$ cat config.mk
export PLATFORM = sky130hd
export DESIGN_NAME = strobed_sample_source
export DESIGN_NICKNAME = d
export VERILOG_FILES = /design/src/rtl/strobed_sample_source.sv
export SDC_FILE = /design/constraint.sdc
export NUM_CORES = 1
export LEC_CHECK = 0
export CAP_MARGIN = 20
export CORE_ASPECT_RATIO = 0.8
export CORE_MARGIN = 5
export CORE_UTILIZATION = 50
export DETAILED_ROUTE_END_ITERATION = 10
export PLACE_DENSITY_LB_ADDON = 0.25
export SLEW_MARGIN = 20
export SYNTH_ARGS = -nofsm -noshare
export SYNTH_HDL_FRONTEND = slang
export SYNTH_SLANG_ARGS = --single-unit
$ cat constraint.sdc
create_clock -name clk -period 4.2 [get_ports clk]
set_clock_uncertainty 0.1 [all_clocks]
set_input_delay 0.84 -clock clk [delete_from_list [all_inputs] [get_ports clk]]
set_output_delay 0.84 -clock clk [all_outputs]
set_load 0.02 [all_outputs]
$ cat src/rtl/strobed_sample_source.sv
// Strobed sample generator: phase accumulator feeding sine/triangle/sawtooth/square, one sample per rate_div clocks.
// Build option STROBE_TOGGLE_EN: strobe_out toggles per sample instead of pulsing.
module strobed_sample_source #(
  parameter int DATA_W  = 10,
  parameter int PHASE_W = 16,
  parameter int DIV_W   = 16,
  parameter int CNT_W   = 16
) (
  input  logic               clk,
  input  logic               rst,
  input  logic               ena,
  input  logic               start,
  input  logic               stop,
  input  logic [1:0]         mode,
  input  logic [DIV_W-1:0]   rate_div,
  input  logic [PHASE_W-1:0] phase_inc,
  input  logic [CNT_W-1:0]   burst_len,
  output logic [DATA_W-1:0]  sample_out,
  output logic               strobe_out,
  output logic               busy,
  output logic [CNT_W-1:0]   sample_count
);

  typedef enum logic [0:0] {IDLE = 1'b0, RUN = 1'b1} state_t;

  localparam logic [DIV_W-1:0] DIV_ONE = DIV_W'(1);
  localparam logic [CNT_W-1:0] CNT_ONE = CNT_W'(1);

  state_t             state_q;
  logic [1:0]         mode_q;
  logic [DIV_W-1:0]   rate_q, div_q, rate_d;
  logic [PHASE_W-1:0] phase_q, inc_q;
  logic [CNT_W-1:0]   burst_q, count_q, count_d;
  logic [DATA_W-1:0]  sample_q, wave_d;
  logic               strobe_q, busy_q;
  logic               due_s, last_s, strobe_hit_s, strobe_rest_s;

  // Quarter-wave table: round(511*sin(2*pi*a/256)), a = 0..64
  function automatic logic [8:0] sine_lut(input logic [6:0] a);
    case (a)
      7'd0:  sine_lut = 9'd0;   7'd1:  sine_lut = 9'd13;  7'd2:  sine_lut = 9'd25;  7'd3:  sine_lut = 9'd38;
      7'd4:  sine_lut = 9'd50;  7'd5:  sine_lut = 9'd63;  7'd6:  sine_lut = 9'd75;  7'd7:  sine_lut = 9'd87;
      7'd8:  sine_lut = 9'd100; 7'd9:  sine_lut = 9'd112; 7'd10: sine_lut = 9'd124; 7'd11: sine_lut = 9'd136;
      7'd12: sine_lut = 9'd148; 7'd13: sine_lut = 9'd160; 7'd14: sine_lut = 9'd172; 7'd15: sine_lut = 9'd184;
      7'd16: sine_lut = 9'd196; 7'd17: sine_lut = 9'd207; 7'd18: sine_lut = 9'd218; 7'd19: sine_lut = 9'd230;
      7'd20: sine_lut = 9'd241; 7'd21: sine_lut = 9'd252; 7'd22: sine_lut = 9'd263; 7'd23: sine_lut = 9'd273;
      7'd24: sine_lut = 9'd284; 7'd25: sine_lut = 9'd294; 7'd26: sine_lut = 9'd304; 7'd27: sine_lut = 9'd314;
      7'd28: sine_lut = 9'd324; 7'd29: sine_lut = 9'd334; 7'd30: sine_lut = 9'd343; 7'd31: sine_lut = 9'd352;
      7'd32: sine_lut = 9'd361; 7'd33: sine_lut = 9'd370; 7'd34: sine_lut = 9'd379; 7'd35: sine_lut = 9'd387;
      7'd36: sine_lut = 9'd395; 7'd37: sine_lut = 9'd403; 7'd38: sine_lut = 9'd410; 7'd39: sine_lut = 9'd418;
      7'd40: sine_lut = 9'd425; 7'd41: sine_lut = 9'd432; 7'd42: sine_lut = 9'd438; 7'd43: sine_lut = 9'd445;
      7'd44: sine_lut = 9'd451; 7'd45: sine_lut = 9'd456; 7'd46: sine_lut = 9'd462; 7'd47: sine_lut = 9'd467;
      7'd48: sine_lut = 9'd472; 7'd49: sine_lut = 9'd477; 7'd50: sine_lut = 9'd481; 7'd51: sine_lut = 9'd485;
      7'd52: sine_lut = 9'd489; 7'd53: sine_lut = 9'd492; 7'd54: sine_lut = 9'd496; 7'd55: sine_lut = 9'd499;
      7'd56: sine_lut = 9'd501; 7'd57: sine_lut = 9'd503; 7'd58: sine_lut = 9'd505; 7'd59: sine_lut = 9'd507;
      7'd60: sine_lut = 9'd509; 7'd61: sine_lut = 9'd510; 7'd62: sine_lut = 9'd510; 7'd63: sine_lut = 9'd511;
      7'd64: sine_lut = 9'd511;
      default: sine_lut = 9'd0;
    endcase
  endfunction

  function automatic logic [9:0] wave(input logic [1:0] m, input logic [PHASE_W-1:0] ph);
    logic [7:0] k;
    logic [8:0] p;
    logic [7:0] idx;
    logic [9:0] l;
    k = ph[PHASE_W-1 -: 8];
    p = ph[PHASE_W-2 -: 9];
    if (k < 8'd64)       idx = k;
    else if (k < 8'd128) idx = 8'd128 - k;
    else if (k < 8'd192) idx = k - 8'd128;
    else                 idx = 8'd0 - k;
    l = {1'b0, sine_lut(idx[6:0])};
    case (m)
      2'b00:   wave = k[7] ? (10'd512 - l) : (10'd512 + l);
      2'b01:   wave = ph[PHASE_W-1] ? {~p, 1'b1} : {p, 1'b0};
      2'b10:   wave = ph[PHASE_W-1 -: 10];
      default: wave = ph[PHASE_W-1] ? 10'd1023 : 10'd0;
    endcase
  endfunction

  always_comb begin
    rate_d  = (rate_div == '0) ? DIV_ONE : rate_div;
    due_s   = (div_q == rate_q - DIV_ONE);
    count_d = count_q + CNT_ONE;
    last_s  = (burst_q != '0) && (count_d == burst_q);
    wave_d  = wave(mode_q, phase_q);
`ifdef STROBE_TOGGLE_EN
    strobe_hit_s  = ~strobe_q;
    strobe_rest_s = strobe_q;
`else
    strobe_hit_s  = 1'b1;
    strobe_rest_s = 1'b0;
`endif
  end

  // Strobe falls back to its rest value on every non-emitting cycle, including frozen ones
  always_ff @(posedge clk or posedge rst) begin
    if (rst) begin
      state_q  <= IDLE;
      mode_q   <= 2'b00;
      rate_q   <= DIV_ONE;
      div_q    <= '0;
      phase_q  <= '0;
      inc_q    <= '0;
      burst_q  <= '0;
      count_q  <= '0;
      sample_q <= DATA_W'(512);
      strobe_q <= 1'b0;
      busy_q   <= 1'b0;
    end else begin
      strobe_q <= strobe_rest_s;
      if (ena) begin
        case (state_q)
          IDLE: begin
            if (start && !stop) begin
              mode_q  <= mode;
              rate_q  <= rate_d;
              inc_q   <= phase_inc;
              burst_q <= burst_len;
              div_q   <= '0;
              phase_q <= '0;
              count_q <= '0;
              state_q <= RUN;
              busy_q  <= 1'b1;
            end
          end
          RUN: begin
            if (stop) begin
              state_q <= IDLE;
              busy_q  <= 1'b0;
            end else if (due_s) begin
              sample_q <= wave_d;
              strobe_q <= strobe_hit_s;
              phase_q  <= phase_q + inc_q;
              div_q    <= '0;
              count_q  <= count_d;
              if (last_s) begin
                state_q <= IDLE;
                busy_q  <= 1'b0;
              end
            end else begin
              div_q <= div_q + DIV_ONE;
            end
          end
          default: begin
            state_q <= IDLE;
            busy_q  <= 1'b0;
          end
        endcase
      end
    end
  end

  assign sample_out   = sample_q;
  assign strobe_out   = strobe_q;
  assign busy         = busy_q;
  assign sample_count = count_q;

endmodule

==> impl_metrics.ini <==
[clock_network]
postCtsHoldBufs = 0
clock_latency_ps = 340
clk_pin_slew_worst_paths_ps = 70
h-tree-depth = 3
cts_tree = built
cts_buffers = 9
cts_num_sinks = 111
clockBufferDepth = 2
root_buffer = clkbuf_16

[synth]
ys_types = 95
synthMuxAreaShare = 0.0776
synth_area_leaders = dfrtp_1 32%, mux2_2 6.7%, xnor2_1 5.9%
synth-xor-area-share = 0.0858
synth_flop_cell = dfrtp_1
netlist_area_um2 = 8560
yosysWarnings = 0
syn_nets = 1068
synth_fa_ha_area_frac = 0.0506
synth_edf_count = 0
synth-seq-area-share = 0.325
synth_area_leader_cell = dfrtp_1
synth_compound_area_frac = 0.214
syn_avg_cell_area_um2 = 8.75
synth_top_area_share = 0.319
synthCells = 979
ys_seq_elements = 111
synth_simple_gate_area_frac = 0.199
synth_top_family_by_area = compound AO/OA/AOI/OAI gates
synth_async_sr_flop_share = 1.00

[global_route]
grt_max_degree = 112
grt_use_total = 0.239
grt_overflow = 0
grt_pass1_wl_um = 38800
met3_usage = 0.0480
met1_usage = 0.397
grt_pass1_vias = 7107
antenna_found_initial = 0
grtUsageMet2 = 0.319
gr-max-usage-layer = met1

[floorplan]
start_util = 0.514
design.portCount = 83
core_um2 = 16700
die_w_um = 156
die_h_um = 127
row_count = 42
die-area_um2 = 19900

[job]
max-cap-violations = 0

[sta]
relSlewSlack = 0.344
setup_ws_ps = 229
fmax_mhz = 252
whs_ps = 388
finalCriticalPeriod_ps = 3970
rsz0062_at_grt = false
tightestPinTransition_ps = 978
finalHoldViolCount = 0
setup_violations = 0
report.final.slew_viol_count = 0
fin_crit_sh = 0.945
setup_tns_ps = 0

[power]
pwr_density_cell_nw_per_um2 = 656
vdd_drop_max_v = 0.000312
power.leakage_nw = 4.11
finalPower_mw = 6.61

[detailed_routing]
drt-total-wl_um = 24200
first_iter_violations = 747
drt_pass1_iterations = 5
wl_per_cell_um = 18.8
vias_per_cell = 6.18
vias = 7941
drtAntennaViolNets = 0
detail_route.drc_violations = 0

[critical_path]
cp-startpoint = phase_q[15]$_DFFE_PP0P_
timing.rr.start = phase_q[15]$_DFFE_PP0P_
crit_type = register to register
critPathLaunchType = register
critical_path_arrival_ps = 4100
cp-end-kind = register
crit_fanout = 10
critPathRequiredTime_ps = 4330

[run_status]
status = finished clean

[min_path]
hold_path.class = register to register
min_from = phase_q[0]$_DFFE_PP0P_

[cells_and_area]
area_delta_synth_final_pct = 17.6
final_util = 0.604
seq_area_um2 = 2780
fin_nets = 1148
diodes = 0
fill_cells = 1506
drive_gt1_frac = 0.151
multi_input_area_um2 = 5420

[place]
portBuffers = 82
pre_cts_ws_ps = 95.6
hpwl_um = 18300
gp_routability_congestion = 0.988
[where the power goes]
group	switching [mW]	internal (mW)
Combinational	2.20	1.78
Clock	0.386	0.410
Sequential	0.442	1.38
[synthesized netlist by cell type, types with 7 or more instances]
cell type,count
nor3_1,22
and2_1,7
nand3_1,38
a211oi_1,9
buf_2,19
o21ai_0,60
o21ai_1,10
mux2i_1,9
and3_1,18
a21o_1,13
nand4_1,8
a31oi_1,19
nand2_1,91
nor4_1,16
xnor2_1,58
a221oi_1,12
nor2b_1,10
inv_1,22
nand2b_1,7
nor2_1,67
a21oi_1,51
xor2_1,24
clkbuf_1,37
dfrtp_1,109
mux2_2,51
o31ai_1,16
ha_1,33
o211ai_1,9
or3_1,11
[final timing paths]
path                                                   to  slack (ps)  cells after the start
min in group asynchronous           inc_q[13]$_DFFE_PP0P_         880                      3
worst max register to register  sample_out[8]$_DFFE_PP0P_         230                     18
worst min register to register     phase_q[0]$_DFFE_PP0P_         390                      2
worst min-delay path               phase_q[0]$_DFFE_PP0P_         390                      2
worst max-delay path            sample_out[8]$_DFFE_PP0P_         230                     18
max in group asynchronous         phase_q[15]$_DFFE_PP0P_        2660                      3
[cell type report]
type                       instances  share of cell area
tap                              220              0.0273
multi-input combinational        775               0.538
clock inverter                     3             0.00261
inverter                          30              0.0118
timing repair buffer             132               0.120
sequential                       111               0.276
clock buffer                      13              0.0239
[what timing repair did]
item / CTS / global route
setup buffers: 0 / 2
gates resized for setup: 0 / 8
setup endpoints to repair: 0 / 2
[metal layers]
| layer | wire [um] | up-vias |
|---|---|---|
| met5 | 0 | - |
| met4 | 218 | 0 |
| met3 | 2190 | 20 |
| met2 | 9800 | 346 |
| met1 | 12000 | 3820 |
| li1 | - | 3755 |
[state kept, by name (all words and copies together) (netlist names), 2 cells and up]
signal / cells
rate_q: 16
mode_q: 2
div_q: 16
phase_q: 16
sample_out: 10
burst_q: 16
sample_count: 16
inc_q: 16
[worst max-delay path, stage by stage (launching register included)]
cell      delay [ps]
dfrtp_2          440
ha_1             210
nor2b_1          180
nor2_2            60
a21o_1           210
buf_4            150
buf_4            120
ha_1             190
buf_4            190
nand2b_1         150
a32oi_1          190
a31oi_1           60
o22ai_1          210
a221oi_1         190
or3_4            400
nand3b_1         220
o311a_1          330
nor4_1           200
nor2_1            60
[through the flow]
step           instances  area, um^2
6_report            1284       10100
5_1_grt             1284       10100
3_5_place_dp        1266        9750
3_3_place_gp        1266        9750
4_1_cts             1282       10000
2_1_floorplan        979        8570
[cell families after synthesis]
kind of cell	after synthesis
muxes	60
AOI/OAI and AO/OA	267
and+or+nand+nor	331
buffers and inverters	93
adders and majority gates	34
DFF	111
xor gates and xnor gates	83
[layout by cell type, fill, tap and decap left out, types with 8 or more instances in the layout]
cell type,count
nand2_1,91
xor2_1,24
o21ai_0,60
nor3_1,21
mux2i_1,9
nand3_1,38
and3_1,17
a21o_1,13
o31ai_1,16
a21oi_1,51
a221oi_1,12
nor2_1,65
o21ai_1,10
nor2b_1,10
clkbuf_16,9
nor4_1,16
inv_1,21
a31oi_1,19
or3_1,10
a211oi_1,9
clkdlybuf4s50_1,82
nand4_1,8
xnor2_1,58
dfrtp_1,108
o211ai_1,9
mux2_2,51
buf_4,49
ha_1,31
No activity file was read; power rests on OpenSTA's default activity.
